$ cat config.mk
export PLATFORM = sky130hd
export DESIGN_NAME = button_event
export DESIGN_NICKNAME = d
export VERILOG_FILES = /design/src/rtl/button_event_pkg.sv /design/src/rtl/btn_edge_det.sv /design/src/rtl/button_event.sv
export SDC_FILE = /design/constraint.sdc
export NUM_CORES = 1
export LEC_CHECK = 0
export BUFFER_PORTS_ARGS = -buffer_cell sky130_fd_sc_hd__buf_2
export CAP_MARGIN = 20
export CORE_MARGIN = 1
export CORE_UTILIZATION = 34
export DETAILED_ROUTE_END_ITERATION = 16
export PLACE_DENSITY = 0.47
export RECOVER_POWER = 100
export SLEW_MARGIN = 20
export SYNTH_ARGS = -nofsm -noshare
export SYNTH_HDL_FRONTEND = slang
export SYNTH_SLANG_ARGS = --single-unit
$ cat constraint.sdc
create_clock -name clk -period 4.9 [get_ports clk]
set_input_delay 0.98 -clock clk [delete_from_list [all_inputs] [get_ports clk]]
set_output_delay 0.98 -clock clk [all_outputs]
set_load 0.03 [all_outputs]
$ cat src/rtl/button_event_pkg.sv
// Shared types and sizing helpers for the button event classifier.
// Optional auto-repeat in the top is enabled by BUTTON_EVENT_REPEAT_EN.
package button_event_pkg;

  typedef enum logic [2:0] {
    IDLE   = 3'd0,
    PRESS1 = 3'd1,
    GAP    = 3'd2,
    PRESS2 = 3'd3,
    LONG   = 3'd4
  } state_t;

  function automatic int max3(
    input int a,
    input int b,
    input int c
  );
    int m;
    m = a;
    if (b > m) m = b;
    if (c > m) m = c;
    return m;
  endfunction

  // One spare bit above the largest terminal count.
  function automatic int cnt_width(
    input int a,
    input int b,
    input int c
  );
    return $clog2(max3(a, b, c)) + 1;
  endfunction

endpackage

$ cat src/rtl/btn_edge_det.sv
// Registers the debounced level and derives rise/fall strobes.
// prev resets high so a button held through reset never looks like a press.
module btn_edge_det (
  input  logic clk,
  input  logic rst,
  input  logic i_level,
  output logic o_rise,
  output logic o_fall
);

  logic r_prev;

  // Previous-sample register; reset high to mask a held button.
  always_ff @(posedge clk) begin
    if (rst) begin
      r_prev <= 1'b1;
    end else begin
      r_prev <= i_level;
    end
  end

  assign o_rise = i_level & ~r_prev;
  assign o_fall = ~i_level & r_prev;

endmodule

$ cat src/rtl/button_event.sv
// Classifies a debounced button into click, double click and long press.
// Define BUTTON_EVENT_REPEAT_EN for periodic long_pulse while held.
module button_event
  import button_event_pkg::*;
#(
  parameter int LONG_CYCLES   = 50000000,
  parameter int DCLICK_CYCLES = 25000000,
  parameter int REPEAT_CYCLES = 10000000
) (
  input  logic clk,
  input  logic rst,
  input  logic btn_level,
  output logic click_pulse,
  output logic dclick_pulse,
  output logic long_pulse,
  output logic held
);

  localparam int CW = cnt_width(
    LONG_CYCLES, DCLICK_CYCLES, REPEAT_CYCLES
  );
  localparam logic [CW-1:0] LONG_LAST = CW'(LONG_CYCLES - 1);
  localparam logic [CW-1:0] DCLK_LAST = CW'(DCLICK_CYCLES - 1);

  logic          w_rise;
  logic          w_fall;
  logic          w_rpt_fire;

  state_t        r_state;
  state_t        w_state_nxt;
  logic [CW-1:0] r_cnt;
  logic [CW-1:0] w_cnt_nxt;
  logic [CW-1:0] w_cnt_inc;
  logic          w_click_nxt;
  logic          w_dclick_nxt;
  logic          w_long_nxt;

  btn_edge_det u_edge (
    .clk     (clk),
    .rst     (rst),
    .i_level (btn_level),
    .o_rise  (w_rise),
    .o_fall  (w_fall)
  );

  // Saturating increment; the counter never wraps.
  assign w_cnt_inc = (r_cnt == '1) ? r_cnt : r_cnt + 1'b1;

`ifdef BUTTON_EVENT_REPEAT_EN
  localparam int RW = $clog2(REPEAT_CYCLES) + 1;
  localparam logic [RW-1:0] RPT_LAST = RW'(REPEAT_CYCLES - 1);

  logic [RW-1:0] r_rcnt;

  assign w_rpt_fire = (r_state == LONG) && btn_level
                    && (r_rcnt >= RPT_LAST);

  // Repeat counter runs only in LONG and restarts on each pulse.
  always_ff @(posedge clk) begin
    if (rst || (r_state != LONG) || w_rpt_fire) begin
      r_rcnt <= '0;
    end else if (r_rcnt != '1) begin
      r_rcnt <= r_rcnt + 1'b1;
    end
  end
`else
  assign w_rpt_fire = 1'b0;
`endif

  // Next-state, counter and pulse decode for the click classifier.
  always_comb begin
    w_state_nxt  = r_state;
    w_cnt_nxt    = r_cnt;
    w_click_nxt  = 1'b0;
    w_dclick_nxt = 1'b0;
    w_long_nxt   = 1'b0;
    unique case (r_state)
      IDLE: begin
        if (w_rise) begin
          w_state_nxt = PRESS1;
          w_cnt_nxt   = '0;
        end
      end
      PRESS1: begin
        if (w_fall) begin
          w_state_nxt = GAP;
          w_cnt_nxt   = '0;
        end else begin
          w_cnt_nxt = w_cnt_inc;
          // Compare the incremented count so the pulse lands
          // right after the LONG_CYCLES-th high sample.
          if (btn_level && (w_cnt_inc >= LONG_LAST)) begin
            w_state_nxt = LONG;
            w_long_nxt  = 1'b1;
          end
        end
      end
      GAP: begin
        // A rise on the timeout cycle still counts as a double.
        if (w_rise) begin
          w_state_nxt  = PRESS2;
          w_dclick_nxt = 1'b1;
          w_cnt_nxt    = '0;
        end else if (r_cnt >= DCLK_LAST) begin
          w_state_nxt = IDLE;
          w_click_nxt = 1'b1;
          w_cnt_nxt   = '0;
        end else begin
          w_cnt_nxt = w_cnt_inc;
        end
      end
      PRESS2: begin
        if (w_fall) begin
          w_state_nxt = IDLE;
          w_cnt_nxt   = '0;
        end
      end
      LONG: begin
        if (w_fall) begin
          w_state_nxt = IDLE;
          w_cnt_nxt   = '0;
        end else if (w_rpt_fire) begin
          w_long_nxt = 1'b1;
        end
      end
      default: begin
        w_state_nxt = IDLE;
        w_cnt_nxt   = '0;
      end
    endcase
  end

  // State, counter and registered outputs; reset drops any pending event.
  always_ff @(posedge clk) begin
    if (rst) begin
      r_state      <= IDLE;
      r_cnt        <= '0;
      click_pulse  <= 1'b0;
      dclick_pulse <= 1'b0;
      long_pulse   <= 1'b0;
      held         <= 1'b0;
    end else begin
      r_state      <= w_state_nxt;
      r_cnt        <= w_cnt_nxt;
      click_pulse  <= w_click_nxt;
      dclick_pulse <= w_dclick_nxt;
      long_pulse   <= w_long_nxt;
      held         <= (w_state_nxt == LONG);
    end
  end

endmodule
* Word level (Yosys, flattened, before mapping) *
Index checks and enable logic that the tools add are counted.

cells by class
  bitwise gates (word level) = 6
  reductions and logical operators = 7
  equality and inequality tests = 8
  magnitude comparators = 2
  add/sub/neg operators = 1
  multiplexer cells = 17

operators by type and width
  operator                                               count
  2-to-1 mux 27 bit                                      6
  one-hot mux 27 bit (4 select lines)                    1
  adder 27 x 1 -> 27 bit, second input constant          1
  == test 27 bit, second input constant                  1
  >= comparator 27 x 25 -> 1 bit, second input constant  1
  >= comparator 27 x 26 -> 1 bit, second input constant  1
  2-to-1 mux 3 bit                                       6
  one-hot mux 3 bit (4 select lines)                     1
  == test 3 x 2 -> 1 bit, second input constant          2
  == test 3 bit, second input constant                   2
  OR reduction 3 bit                                     2
  != test 2 x 1 -> 1 bit, second input constant          2
  inverter 1 bit                                         4
  OR reduction 2 bit                                     2
  == test 3 x 1 -> 1 bit, second input constant          1
  logical NOT 3 bit                                      1
  2-to-1 mux 1 bit                                       3
  bitwise AND 1 bit                                      2
  AND reduction 2 bit                                    1
  logical AND 1 bit                                      1

word-level totals
  bits in registers = 35
  word-level logic and storage cells = 48
  input bits = 3
  output and inout port bits = 4

* Longest topological paths before layout *
  depth after elaboration = 8
  gate-level depth with buffers = 11
  depth with buffers taken out = 9

* Hierarchy *
A second synthesis with hierarchy kept.

unflattened totals
  cells, all modules = 341
  area, all modules = 2542.4 um^2

by module, submodules not included
  module        area each (um^2)  cells an instance  times used
  button_event  2502.4            337                1
  btn_edge_det  40.0              4                  1

* Worst setup path after synthesis *
OpenSTA, ideal clock, no wires.

  kind = reg-to-reg
  start = reg r_cnt[0]
  end = reg held
  stages on the path, launching flop included = 11
  library setup time = 58 ps
  data arrival time = 2500 ps
  path slack = 2343 ps
  buffers on the path = 1
  path through = dfxtp_1 ha_1 clkbuf_1 nand4_1 nor4_4 a41oi_1 nor3b_1 o221ai_1 a221o_1 nor4_4 a21o_1

between the ends
  longest elaborated chain between the ends = 8

ends and longest elaborated chain
  element                                                   line                 source
  start: declaration                                        button_event.sv:31   logic [CW-1:0] r_cnt;
  start signal: assignment                                  button_event.sv:144  r_cnt <= w_cnt_nxt;
  adder 27 x 1 -> 27 bit or == test 27 bit (tied branches)  button_event.sv:47   assign w_cnt_inc = (r_cnt == '1) ? r_cnt : r_cnt + 1'b1;
  2-to-1 mux 27 bit                                         button_event.sv:47
  >= comparator 27 x 26 -> 1 bit                            button_event.sv:92   if (btn_level && (w_cnt_inc >= LONG_LAST)) begin
  logical AND 1 bit                                         button_event.sv:92
  2-to-1 mux 3 bit                                          button_event.sv:92
  2-to-1 mux 3 bit                                          button_event.sv:85   if (w_fall) begin
  one-hot mux 3 bit (4 select lines) (*)                    button_event.sv:77   unique case (r_state)
  == test 3 bit (*)                                         button_event.sv:148  held <= (w_state_nxt == LONG);
  end signal: assignment                                    button_event.sv:148
  end: declaration                                          button_event.sv:16   output logic held

Every way passes the cells marked *; elsewhere a longest branch is shown, timed or not.
A chain may end at the register's enable or synchronous reset.

* Final worst setup path *
  start = reg r_cnt[4]
  end = reg r_cnt[20]

between the ends
  longest elaborated chain between the ends = 5

ends and longest elaborated chain
  element                                                   line                 source
  adder 27 x 1 -> 27 bit or == test 27 bit (tied branches)  button_event.sv:47
  2-to-1 mux 27 bit                                         button_event.sv:47
  2-to-1 mux 27 bit                                         button_event.sv:104  end else if (r_cnt >= DCLK_LAST) begin
  2-to-1 mux 27 bit                                         button_event.sv:100  if (w_rise) begin
  one-hot mux 27 bit (4 select lines) (*)                   button_event.sv:77

Marked as above.

==> out/results.tsv <==
metric	value	unit
via_per_inst	5.76	
synth_mux_area_share	0.417	%
setup_viol	0	
hold_viol_final	0	
ys.flop_type	dfxtp_1	
postRouteAntennaNets	0	
async_reset_ff_share	0	%
io_buffers	6	
rows	30	
dr_wl_met3	271	um
leakage	0.906	nW
yosysUniqueCellTypes	59	
diodes	0	
yosys_warnings	0	
period_needed	3.52	ns
ys_seq_area_share	29.2	%
cp-end-kind	flop	
htree_levels	2	
final_util	37.4	%
area_delta_synth_final	5.73	%
totalPowerFinal	0.560	mW
status	finished, final reports clean	
mostFrequentLayoutCells	o21ai_0, dfxtp_1, nand2_1	
cts_resized	0	
final_common_cell	o21ai_0	
grt.total_usage	20.1	%
rsz0062_at_grt	false	
cp-startpoint	r_cnt[4]	
fin_crit_sh	71.7	%
clkLatencyLatePin	0.30	ns
worst_hold_slack	0.499	ns
netlist_instances	319	
wl_per_cell	17.0	um
fin_tns_setup	0	ns
maxSlewViolCount	0	
grt_start_max_net_pins	26	
multi_input_area	1540	um^2
gp_congestion	0.839	
core_area	6790	um^2
relSlewSlack	28.8	%
hold_path.startpoint	r_cnt[22]	
post-place-ws	1.33	ns
detail_route.wirelength	6.93	mm
path_class	flop to flop	
post-route-drc-count	0	
seq_area	701	um^2
cts.sinks	35	
synth_top_family_by_area	simple AND/OR/NAND/NOR gates	
die_x	86.1	um
syn-num-nets	323	
critPathMaxFanout	16	
synth_edf_count	0	
synthSimpleGateAreaFrac	32.9	%
grt_pass1_wl	11.5	mm
vias	2352	
antenna_found_initial	0	
synth.cell_area	2400	um^2
startpoint_type	flop	
wl_met2	2.99	mm
clock_path_buffers	2	
arrival	3.67	ns
layout.nets	315	
cap_violations	0	
synthXorXnorAreaFrac	3.28	%
ir_worst_vdd	83.0	uV
hold_buffers	0	
r2r_start	r_cnt[4]	
fillers	740	
clock_skew	0.0111	ns
grt_pass1_vias	2177	
cts-buffers-inserted	5	
setup_ws	1.38	ns
clk_pin_slew	0.09	ns
drive_above_1_share	7.37	%
avgSynthCellArea	7.53	um^2
io-pin-count	7	
wl_met1	3.49	mm
min_path_type	flop to flop	
drt_iter0_drc	173	
crit_required	5.06	ns
gr-total-overflow	0	
die-area	7410	um^2
dr.pass1.iters	4	
synth_fa_ha_area_share	0.938	%
dp_hpwl	4.83	mm
cts_tree	yes	
cts-root-buf	clkbuf_8	
die_h	86.1	um
fmax	0.284	GHz
postCtsSetupRepairBufs	0	
powerDensity	220	nW/um^2
start_util	35.4	%
tightest_slew	1.07	ns
topRoutingLayerUsed	met4	
ys_seq_elements	35	
synth_compound_area_share	27.0	%
[logic make-up after synthesis]
kind of cell,Yosys count
compound gates,105
xor+xnor,9
fa+ha+maj,2
buf+inv,34
flops,35
mux,1
simple gates,133
[Yosys cell counts, types with 5 or more instances]
master / number / share of area (%)
a21o_1: 6 / 1.9
a21oi_1: 23 / 4.8
a31oi_1: 8 / 2.1
and3_1: 8 / 2.1
and4_1: 8 / 2.9
buf_2: 9 / 1.9
clkbuf_1: 11 / 1.7
dfxtp_1: 35 / 29
inv_1: 10 / 1.6
nand2_1: 26 / 4.1
nand3_1: 11 / 2.3
nand4_1: 11 / 2.9
nor2_1: 23 / 3.6
nor3_1: 9 / 1.9
nor4_1: 6 / 1.6
o21ai_0: 41 / 8.5
xor2_1: 5 / 1.8
[final timing paths]
path               endpoint  slack (ns)  cells after the start
setup reg to reg  r_cnt[20]        1.38                      9
hold / removal    r_cnt[22]        0.50                      2
setup / recovery  r_cnt[20]        1.38                      9
hold reg to reg   r_cnt[22]        0.50                      2
[layer usage]
layer	global-route usage [%]	vias to the layer above
li1	-	1175
met1	28.6	1106
met2	30.5	55
met3	3.46	16
met4	6.67	0
met5	0	-
[report_power, final]
part	internal, mW	total, mW	switching [mW]
Combinational	0.00751	0.0241	0.0166
Clock	0.129	0.248	0.119
Sequential	0.286	0.288	0.00207
[stage by stage]
step                      cell area (um^2)  instances
after detailed placement              2460        400
after CTS                             2560        408
after global routing                  2540        408
final                                 2540        408
after global placement                2460        400
after floorplan                       2400        319
[critical path: stages (launching register included)]
cell and delay (ns):
dfxtp_1 0.50, nand4_1 0.30, o211a_1 0.32, o41ai_1 0.43, a2111oi_0 0.25, o21ai_2 0.56
clkbuf_1 0.64, a21oi_1 0.10, o21ai_0 0.18, o41ai_1 0.09
[registers in the layout, indices dropped and copies added, names as in the netlist]
signal,cells
r_cnt,27
r_state,3
click_pulse,1
dclick_pulse,1
held,1
long_pulse,1
u_edge.r_prev,1
[layout make-up]
| cell class | count | share of cell area (%) |
|---|---|---|
| multi-input combinational | 250 | 60.6 |
| sequential | 35 | 27.6 |
| tap | 96 | 4.73 |
| clock buffer | 8 | 3.94 |
| timing repair buffer | 9 | 1.67 |
| inverter | 10 | 1.48 |
No activity file was read; power rests on OpenSTA's default activity.
